===== src/rtl/fp_int_pkg.sv =====
// Shared definitions for the FP-INT MAC: FP16 format constants, the default
// accumulator binary-point offset and the output converter state encoding.
package fp_int_pkg;

    localparam int unsigned FP16_EXP_W   = 5;
    localparam int unsigned FP16_MAN_W   = 10;
    localparam int unsigned FP16_BIAS    = 15;
    localparam int unsigned FRAC_DEFAULT = 20;

    localparam logic [14:0] FP16_MAX_FINITE = 15'h7BFF;

    typedef enum logic [2:0] {
        StIdle,
        StLoad,
        StNorm,
        StPack,
        StDone
    } cvt_state_e;

endpackage


===== src/rtl/fp16_round_pack.sv =====
// Combinational rounding, range checks and FP16 packing for the output
// converter. Build option: define FP_ACC_RNE_EN for round-to-nearest-even,
// otherwise the mantissa is truncated and no rounding logic exists.
module fp16_round_pack
    import fp_int_pkg::*;
#(
    parameter int unsigned ACC_W = 32,
    parameter int unsigned EXP_W = FP16_EXP_W,
    parameter int unsigned MAN_W = FP16_MAN_W
) (
    input  logic              sign,
    input  logic signed [7:0] e,
    input  logic [ACC_W-1:0]  mag,
    input  logic              zero,
    output logic [15:0]       fp_out,
    output logic              ovf,
    output logic              unf
);

    // Largest biased exponent of a finite number (all-ones is Inf/NaN).
    localparam logic signed [7:0] E_MAX = 8'((1 << EXP_W) - 2);

    logic [MAN_W-1:0]  m_raw;
    logic [MAN_W-1:0]  m_fin;
    logic signed [7:0] e_fin;

    // mag is normalised: bit ACC_W-1 is the hidden one and is not stored.
    assign m_raw = mag[ACC_W-2 -: MAN_W];

    logic unused_msb;
    assign unused_msb = mag[ACC_W-1];

`ifdef FP_ACC_RNE_EN
    logic           g;
    logic           st;
    logic           inc;
    logic [MAN_W:0] m_sum;

    assign g     = mag[ACC_W-2-MAN_W];
    assign st    = |mag[ACC_W-3-MAN_W:0];
    assign inc   = g & (st | m_raw[0]);
    assign m_sum = {1'b0, m_raw} + (MAN_W+1)'(inc);
    // A carry out leaves the low mantissa bits zero; bump the exponent.
    assign m_fin = m_sum[MAN_W-1:0];
    assign e_fin = e + 8'(m_sum[MAN_W]);
`else
    logic unused_low;
    assign unused_low = ^mag[ACC_W-2-MAN_W:0];
    assign m_fin      = m_raw;
    assign e_fin      = e;
`endif

    // Select zero, saturated, flushed or normal encoding.
    always_comb begin
        fp_out = 16'h0000;
        ovf    = 1'b0;
        unf    = 1'b0;
        if (zero) begin
            fp_out = 16'h0000;
        end else if (e_fin > E_MAX) begin
            fp_out = {sign, FP16_MAX_FINITE};
            ovf    = 1'b1;
        end else if (e_fin <= 8'sd0) begin
            fp_out = {sign, 15'h0000};
            unf    = 1'b1;
        end else begin
            fp_out = {sign, e_fin[EXP_W-1:0], m_fin};
        end
    end

endmodule


===== src/rtl/fp_acc_to_fp16.sv =====
// Output converter: signed fixed-point accumulator word plus block exponent to
// IEEE FP16. Normalises iteratively, one left shift per cycle.
// Build option: FP_ACC_RNE_EN selects round-to-nearest-even in fp16_round_pack.
module fp_acc_to_fp16
    import fp_int_pkg::*;
#(
    parameter int unsigned ACC_W = 32,
    parameter int unsigned EXP_W = FP16_EXP_W,
    parameter int unsigned MAN_W = FP16_MAN_W,
    parameter int unsigned FRAC  = FRAC_DEFAULT
) (
    input  logic             clk,
    input  logic             rst,
    input  logic             in_valid,
    output logic             in_ready,
    input  logic [ACC_W-1:0] acc_in,
    input  logic [EXP_W-1:0] exp_in,
    output logic             out_valid,
    input  logic             out_ready,
    output logic [15:0]      fp_out,
    output logic             ovf,
    output logic             unf
);

    localparam int unsigned SC_W = $clog2(ACC_W);

    cvt_state_e state_q, state_d;

    logic [ACC_W-1:0] acc_q;
    logic [EXP_W-1:0] exp_q;
    logic [ACC_W-1:0] mag_q;
    logic [SC_W-1:0]  sc_q;
    logic             sign_q;
    logic             zero_q;
    logic [15:0]      fp_q;
    logic             ovf_q;
    logic             unf_q;

    logic [ACC_W-1:0]  acc_abs;
    logic signed [7:0] e_pack;
    logic [15:0]       pk_fp;
    logic              pk_ovf;
    logic              pk_unf;

    // Most negative input maps to its own bit pattern, which is the correct
    // unsigned magnitude.
    assign acc_abs = acc_q[ACC_W-1] ? (~acc_q + ACC_W'(1)) : acc_q;

    // Biased exponent: leading-one position plus block exponent minus offset.
    assign e_pack = 8'(ACC_W - 1) - 8'(sc_q) + 8'(exp_q) - 8'(FRAC);

    fp16_round_pack #(
        .ACC_W (ACC_W),
        .EXP_W (EXP_W),
        .MAN_W (MAN_W)
    ) u_round_pack (
        .sign   (sign_q),
        .e      (e_pack),
        .mag    (mag_q),
        .zero   (zero_q),
        .fp_out (pk_fp),
        .ovf    (pk_ovf),
        .unf    (pk_unf)
    );

    // State register.
    always_ff @(posedge clk or posedge rst) begin
        if (rst) begin
            state_q <= StIdle;
        end else begin
            state_q <= state_d;
        end
    end

    // Next-state decode.
    always_comb begin
        state_d = state_q;
        unique case (state_q)
            StIdle: if (in_valid) state_d = StLoad;
            StLoad: begin
                if (acc_abs == '0 || acc_abs[ACC_W-1]) begin
                    state_d = StPack;
                end else begin
                    state_d = StNorm;
                end
            end
            // Look at the bit that becomes the MSB after this cycle's shift.
            StNorm: if (mag_q[ACC_W-2]) state_d = StPack;
            StPack: state_d = StDone;
            StDone: if (out_ready) state_d = StIdle;
            default: state_d = StIdle;
        endcase
    end

    // Datapath: capture, magnitude/sign, shift-normalise, result registers.
    always_ff @(posedge clk or posedge rst) begin
        if (rst) begin
            acc_q  <= '0;
            exp_q  <= '0;
            mag_q  <= '0;
            sc_q   <= '0;
            sign_q <= 1'b0;
            zero_q <= 1'b0;
            fp_q   <= '0;
            ovf_q  <= 1'b0;
            unf_q  <= 1'b0;
        end else begin
            unique case (state_q)
                StIdle: begin
                    if (in_valid) begin
                        acc_q <= acc_in;
                        exp_q <= exp_in;
                    end
                end
                StLoad: begin
                    sign_q <= acc_q[ACC_W-1];
                    mag_q  <= acc_abs;
                    sc_q   <= '0;
                    zero_q <= (acc_abs == '0);
                end
                StNorm: begin
                    mag_q <= mag_q << 1;
                    sc_q  <= sc_q + SC_W'(1);
                end
                StPack: begin
                    fp_q  <= pk_fp;
                    ovf_q <= pk_ovf;
                    unf_q <= pk_unf;
                end
                default: ;
            endcase
        end
    end

    assign in_ready  = (state_q == StIdle);
    assign out_valid = (state_q == StDone);
    assign fp_out    = fp_q;
    assign ovf       = ovf_q;
    assign unf       = unf_q;

endmodule


===== config.mk =====
export PLATFORM = sky130hd
export DESIGN_NAME = fp_acc_to_fp16
export DESIGN_NICKNAME = d
export VERILOG_FILES = /design/src/rtl/fp_int_pkg.sv /design/src/rtl/fp16_round_pack.sv /design/src/rtl/fp_acc_to_fp16.sv
export SDC_FILE = /design/constraint.sdc
export NUM_CORES = 1
export LEC_CHECK = 0
export CORE_ASPECT_RATIO = 1.2
export CORE_MARGIN = 2
export CORE_UTILIZATION = 45
export DETAILED_ROUTE_END_ITERATION = 16
export GPL_TIMING_DRIVEN = 0
export PLACE_DENSITY_LB_ADDON = 0.2
export SYNTH_ARGS = -nofsm -noshare
export SYNTH_HDL_FRONTEND = slang
export SYNTH_HIERARCHICAL = 1
export SYNTH_SLANG_ARGS = --single-unit

===== constraint.sdc =====
create_clock -name clk -period 6.3 [get_ports clk]
set_clock_uncertainty 0.1 [all_clocks]
set_input_delay 1.89 -clock clk [delete_from_list [all_inputs] [get_ports clk]]
set_output_delay 1.89 -clock clk [all_outputs]
set_load 0.1 [all_outputs]

==> reports/metrics.cfg, run 1 <==
[die]
dieArea_um2 = 13420
core-area_um2 = 12170
die_h_um = 126.5
pin_count = 61
initial_core_util_pct = 46.25
chipWidth_um = 106.1
rows = 44

[clocking]
cts.sinks = 96
cts_hold_buf = 0
clk_path_buf_depth = 2
postCtsSetupBuffers = 0
clk_pin_slew_ns = 0.07
cts_tree = yes
cts_made_buffers = 9
cts_root_buffer = clkbuf_16
insertion_delay_ns = 0.35
cts_max_level = 3
cts_resized = 0

[grt]
grt_pass1_wl_mm = 23.36
grt.overflow.total = 0
grtUsageTotal_pct = 21.95
grt_max_degree = 52
grt_pass1_vias = 4682
antenna_found_initial = 0

[placed_design]
port-buffer-count = 60
routabilityCongestion = 0.9025
dp_hpwl_mm = 10.48

[setup_path]
cp.required_ns = 4.31
cp-end-kind = primary output
arrival_ns = 2.49
cp-start-kind = register
critical_path_class = reg2out
path_max_fanout = 10
reg2reg_depth = 9

[final_layout]
area_growth_pct = 20.66
layout-drive-gt1-share_pct = 12.97
finalNetCount = 720
antenna_cells = 0

[logic_synthesis]
syn_nets = 648
yosysWarnings = 6
synth_cells = 594
synthesis.area_um2 = 5627
synth_area_per_cell_um2 = 9.472

[run]
maxCapViolCount = 0

[sta]
hold_viol_final = 0
worst_pin_slew_ns = 0.9749
min_period_over_period_pct = 71.03
fin_setup_tns_ns = 0
relSlewSlack_pct = 34.80
rsz0062_at_grt = no
slew_viol_final = 0
setup_viol = 0
fin_crit_ns = 4.475
max_freq_mhz = 223.5

[routing]
drt-total-wl_mm = 14.03
wl_per_cell_um = 16.87
first_iter_violations = 310
drc = 0
ant_nets = 0
vias = 4759
vias_per_cell = 5.720
dr.pass1.iters = 5

[min_path]
hold_depth = 2
hold_path.class = reg2reg

[outcome]
status = complete, no violations

registers in the layout, indices dropped and copies added (netlist names):
register  count
state_q       3
ovf           1
acc_q        32
sign_q        1
fp_out       16
sc_q          5
unf           1
exp_q         5
mag_q        31
zero_q        1
metrics by stage:
stage                     util [%]  cells  setup WS (ns)  instance area [um2]  hold slack [ns]
after global placement       52.84    815         0.4226                 6429           0.3582
final                        55.80    832          1.825                 6789           0.3778
after floorplan                  -    594          1.632                 5627           0.3422
after detailed placement     53.09    816          2.201                 6459           0.3670
after CTS                    55.80    832          1.844                 6789           0.3816
after global routing         55.80    832          1.694                 6789           0.4160
metal layers:
metal  track usage (%)  vias to the layer above  part of all wire [%]
met5                 0                        -                     0
met4             9.211                        0                   3.3
met3             3.032                       37                   4.3
met2             37.84                      156                    49
met1             27.67                     2298                    44
li1                  -                     2268                     -
final cells by class:
| type | count | area [um2] |
|---|---|---|
| timing repair buffer | 61 | 628.1 |
| buffer | 44 | 196.4 |
| multi-input combinational | 436 | 2960 |
| fill | 1085 | 5378 |
| clock inverter | 6 | 91.34 |
| clock buffer | 10 | 239.0 |
| tap | 161 | 201.4 |
| inverter | 18 | 70.07 |
| sequential | 96 | 2402 |
layout by cell type (no fill, tap or decap), drive strengths merged, types with 7 or more instances in the layout:
cell            n
a21oi          32
nor4            9
xor2           27
mux2           50
dfrtp          96
buf            12
o21ai          58
a31o           10
nor3           12
nand4           8
o31ai           9
ha             11
clkbuf         43
clkdlybuf4s50  60
nand3          13
xnor2           7
inv            19
nand2          61
o41ai           9
nor2           51
critical path: stages, from the launching register on:
cell and delay (ns):
dfrtp_1 0.40, clkbuf_1 0.20, nor3_1 0.33, clkdlybuf4s50_1 1.21
worst paths after layout:
check	from	endpoint	slack [ns]
max	state_q[1]	in_ready	1.82
min	sign_q	sign_q	0.38
max reg2reg	acc_q[0]	zero_q	2.91
min reg2reg	sign_q	sign_q	0.38
max in group asynchronous	rst	mag_q[5]	3.58
min in group asynchronous	rst	fp_out[2]	1.86
Power of run 1 is not shown: default switching activity piles up to over one toggle a cycle in this logic, so the estimate is an artifact.
==> run 2: changes to the inputs <==
Clock period 6.3 ns to 4 ns, I/O delays scaled along.
==> reports/metrics.cfg, run 2 (synthesis results as in run 1) <==
[clocking]
cts_resized = 0  ; unchanged
postCtsSetupBuffers = 0  ; unchanged
cts_root_buffer = clkbuf_16  ; unchanged
cts_tree = yes  ; unchanged
insertion_delay_ns = 0.34  ; was 0.35 ns
cts_hold_buf = 0  ; unchanged
cts_made_buffers = 9  ; unchanged
clk_pin_slew_ns = 0.06  ; was 0.07 ns
cts_max_level = 3  ; unchanged
clk_path_buf_depth = 2  ; unchanged
cts.sinks = 96  ; unchanged

[sta]
rsz0062_at_grt = no  ; unchanged
worst_pin_slew_ns = 0.9717  ; was 0.9749 ns
fin_setup_tns_ns = 0  ; unchanged
max_freq_mhz = 270.9
hold_viol_final = 0  ; unchanged
fin_crit_ns = 3.691
slew_viol_final = 0  ; unchanged
relSlewSlack_pct = 35.02  ; was 34.80%
min_period_over_period_pct = 92.28
setup_viol = 0  ; unchanged
fin_ws_ns = 0.3087  ; was 1.825 ns

[routing]
first_iter_violations = 225  ; was 310
wl_met1_mm = 6.246  ; was 6.106 mm
met2_length_mm = 6.899  ; was 6.862 mm
dr.max_layer_used = met4  ; unchanged
dr.pass1.iters = 5  ; unchanged
dr_wl_met3_um = 537  ; was 598 um
vias_per_cell = 5.684  ; was 5.720
drt-total-wl_mm = 14.18  ; was 14.03 mm
drc = 0  ; unchanged
vias = 4729  ; was 4759
wl_per_cell_um = 17.05  ; was 16.87 um
ant_nets = 0  ; unchanged

[final_layout]
layout-drive-gt1-share_pct = 13.11  ; was 12.97%
antenna_cells = 0  ; unchanged
fillCellCount = 1073  ; was 1085
finalNetCount = 720  ; unchanged
area_growth_pct = 20.95  ; was 20.66%
largest_reg_flops = 32  ; unchanged
mostFrequentLayoutCells = dfrtp_1, nand2_1, clkdlybuf4s50_1, o21ai_0, nor2_1  ; unchanged
mostFrequentLayoutCell = dfrtp_1  ; unchanged
largest_register = acc_q  ; unchanged

[setup_path]
worstSetupStartpoint = state_q[1]  ; unchanged
cp.required_ns = 2.70  ; was 4.31 ns
cp-end-kind = primary output  ; unchanged
arrival_ns = 2.39  ; was 2.49 ns
r2r_start = acc_q[1]  ; was acc_q[0]
cp-start-kind = register  ; unchanged
critical_path_class = reg2out  ; unchanged
path_max_fanout = 10  ; unchanged

[placed_design]
routabilityCongestion = 0.8992  ; was 0.9025
port-buffer-count = 60  ; unchanged
pre_cts_slack_ns = 0.5733  ; was 2.201 ns
dp_hpwl_mm = 10.64  ; was 10.48 mm

[die]
rows = 44  ; unchanged
die_h_um = 126.5  ; unchanged
dieArea_um2 = 13420  ; unchanged
initial_core_util_pct = 46.25  ; unchanged
core-area_um2 = 12170  ; unchanged
pin_count = 61  ; unchanged
chipWidth_um = 106.1  ; unchanged

[outcome]
status = complete, no violations  ; unchanged

[run]
maxCapViolCount = 0  ; unchanged

[grt]
grt_max_degree = 53  ; was 52
grt_pass1_wl_mm = 23.67  ; was 23.36 mm
antenna_found_initial = 0  ; unchanged
grtUsageTotal_pct = 22.17  ; was 21.95%
grt_pass1_vias = 4725  ; was 4682
grt.overflow.total = 0  ; unchanged

[min_path]
hp-start = mag_q[10]  ; was sign_q
hold_path.class = reg2reg  ; unchanged

-- run 2: cell count changes in the layout (fill, tap and decap cells not counted) --
cell / previous run / this run
nor3_1: 12 / 11
clkbuf_8: 1 / 3
nor3_2: 0 / 1
clkinvlp_4: 3 / 2
inv_6: 1 / 0
-- run 2: per-stage QoR --
step	util, %	area, um2	hold slack [ns]	instances
5_1_grt	55.93	6805	0.4107	832
3_5_place_dp	53.13	6464	0.3720	816
6_report	55.93	6805	0.3813	832
4_1_cts	55.93	6805	0.3874	832
3_3_place_gp	52.88	6434	0.3585	815
2_1_floorplan	-	5632	0.3422	594
-- run 2: routing by layer --
metal  vias up  global-route usage [%]
met4         0                   9.985
met5         -                       0
li1       2262                       -
met3        38                   3.186
met2       127                   37.31
met1      2302                   28.38
-- run 2: path summary, 6_finish.rpt --
| kind | end | slack, ns | cells after the start |
|---|---|---|---|
| setup / recovery | out_valid | 0.31 | 5 |
| hold / removal | mag_q[10] | 0.38 | 2 |
| setup reg to reg | zero_q | 0.57 | 9 |
| hold reg to reg | mag_q[10] | 0.38 | 2 |
| max in group asynchronous | acc_q[9] | 1.96 | 3 |
| min in group asynchronous | fp_out[1] | 1.18 | 2 |
-- run 2: worst max-delay path, stage by stage (launching register included) --
cell and delay (ns):
dfrtp_1 0.39, clkbuf_1 0.21, nor2_1 0.17, nand2_1 0.08, inv_1 0.07, clkdlybuf4s50_1 1.12
-- run 2: area by class of cell --
type	instances	area, um2	area share (%)
sequential	96	2402	35.30
clock buffer	12	266.5	3.916
clock inverter	4	75.07	1.103
multi-input combinational	436	2965	43.57
inverter	18	70.07	1.030
timing repair buffer	61	628.1	9.230
tap	161	201.4	2.960
buffer	44	196.4	2.887
Power of run 2 is left out for the same reason.
==> run 3: changes to the inputs <==
Settings changed: CAP_MARGIN set to 20, CORE_MARGIN 2 to 5, TNS_END_PERCENT set to 20.
==> reports/metrics.cfg, run 3 (synthesis results as in run 1) <==
[sta]
worst_pin_slew_ns = 0.9721  ; was 0.9717 ns
setup_viol = 0  ; unchanged
rsz0062_at_grt = no  ; unchanged
hold_ws_ns = 0.3785  ; was 0.3813 ns
relSlewSlack_pct = 34.99  ; was 35.02%
max_freq_mhz = 269.7  ; was 270.9 MHz
fin_crit_ns = 3.708  ; was 3.691 ns
slew_viol_final = 0  ; unchanged
hold_viol_final = 0  ; unchanged
min_period_over_period_pct = 92.70  ; was 92.28%

[grt]
antenna_found_initial = 0  ; unchanged
grtUsageTotal_pct = 19.34  ; was 22.17%
grt.overflow.total = 0  ; unchanged
grt_max_degree = 51  ; was 53
grt_pass1_vias = 4588  ; was 4725
grt_pass1_wl_mm = 23.20  ; was 23.67 mm

[routing]
dr.pass1.iters = 4  ; was 5
vias = 4636  ; was 4729
drt-total-wl_mm = 14.12  ; was 14.18 mm
ant_nets = 0  ; unchanged
first_iter_violations = 336  ; was 225
wl_per_cell_um = 17.00  ; was 17.05 um
drc = 0  ; unchanged
vias_per_cell = 5.579  ; was 5.684

[die]
die_h_um = 132.5  ; was 126.5 um
chipWidth_um = 112.1  ; was 106.1 um
dieArea_um2 = 14850  ; was 13420 um2
rows = 44  ; unchanged
pin_count = 61  ; unchanged
core-area_um2 = 12170  ; unchanged
initial_core_util_pct = 46.25  ; unchanged

[clocking]
postCtsSetupBuffers = 0  ; unchanged
clk_path_buf_depth = 2  ; unchanged
insertion_delay_ns = 0.35  ; was 0.34 ns
clk_pin_slew_ns = 0.07  ; was 0.06 ns
cts_root_buffer = clkbuf_16  ; unchanged
cts_made_buffers = 9  ; unchanged
cts_max_level = 3  ; unchanged
cts_tree = yes  ; unchanged
cts_resized = 0  ; unchanged
cts.sinks = 96  ; unchanged
cts_hold_buf = 0  ; unchanged

[final_layout]
fillCellCount = 1113  ; was 1073
layout-drive-gt1-share_pct = 12.99  ; was 13.11%
final_cell_area_um2 = 6759  ; was 6805 um2
largest_reg_flops = 32  ; unchanged
finalNetCount = 720  ; unchanged
mostFrequentLayoutCell = dfrtp_1  ; unchanged
largest_register = acc_q  ; unchanged
mostFrequentLayoutCells = dfrtp_1, nand2_1, clkdlybuf4s50_1, o21ai_0, nor2_1  ; unchanged
area_growth_pct = 20.12  ; was 20.95%
antenna_cells = 0  ; unchanged

[placed_design]
dp_hpwl_mm = 10.85  ; was 10.64 mm
port-buffer-count = 60  ; unchanged
routabilityCongestion = 0.8672  ; was 0.8992
dpl-instance-area_um2 = 6464  ; unchanged

[setup_path]
worstSetupStartpoint = state_q[1]  ; unchanged
r2r_start = acc_q[0]  ; was acc_q[1]
arrival_ns = 2.41  ; was 2.39 ns
critical_path_class = reg2out  ; unchanged
path_max_fanout = 10  ; unchanged
cp-end-kind = primary output  ; unchanged
cp.required_ns = 2.70  ; about the same
cp-start-kind = register  ; unchanged

[outcome]
status = complete, no violations  ; unchanged

[min_path]
hp-start = sc_q[4]  ; was mag_q[10]
hold_path.class = reg2reg  ; unchanged

[run]
maxCapViolCount = 0  ; unchanged

==> run 3: changes by cell type in the layout (fill, tap and decap cells not counted), sizes merged <==
cell      delta
clkinv       +2
clkinvlp     -1
bufinv       -1
clkbuf       -2
inv          +1
==> run 3: cell type report <==
class / instances / area, um2 / share of cell area (%)
flip-flops and latches: 96 / 2402 / 35.54
clock buffers: 10 / 239.0 / 3.536
repair buffers: 61 / 628.1 / 9.293
multi-input cells: 436 / 2965 / 43.87
plain buffers: 44 / 196.4 / 2.906
inverters: 18 / 70.07 / 1.037
clock inverters: 5 / 56.30 / 0.8330
well taps: 161 / 201.4 / 2.980
==> run 3: final timing paths <==
check | end | slack (ns) | cells past startpoint
min reg2reg | sc_q[4] | 0.38 | 1
max in group asynchronous | mag_q[1] | 1.94 | 3
min in group asynchronous | fp_out[2] | 1.18 | 2
max reg2reg | zero_q | 0.65 | 9
min | sc_q[4] | 0.38 | 1
max | out_valid | 0.29 | 5
==> run 3: through the flow <==
step / util (%) / TNS, ns / setup WS (ns) / std cells
3_3_place_gp: 52.88 / -115.44 / -1.209 / 815
3_5_place_dp: 53.13 / 0 / 0.5973 / 816
5_1_grt: 55.55 / 0 / 0.1669 / 831
4_1_cts: 55.55 / 0 / 0.2926 / 831
6_report: 55.55 / 0 / 0.2919 / 831
2_1_floorplan: - / 0 / 0.1946 / 594
==> run 3: layer usage <==
layer / up-vias / share of wire, % / global-route usage, %
met3: 19 / 3.8 / 2.924
met1: 2259 / 45 / 24.99
li1: 2262 / - / -
met4: 0 / 2.1 / 7.014
met5: - / 0 / 0
met2: 96 / 49 / 32.97
==> run 3: worst max-delay path: stages, from the launching register on <==
cell and delay, ns:
dfrtp_1 0.39, clkbuf_1 0.21, nor2_1 0.18, nand2_1 0.10, inv_1 0.06, clkdlybuf4s50_1 1.12
Power of run 3 is left out for the same reason.
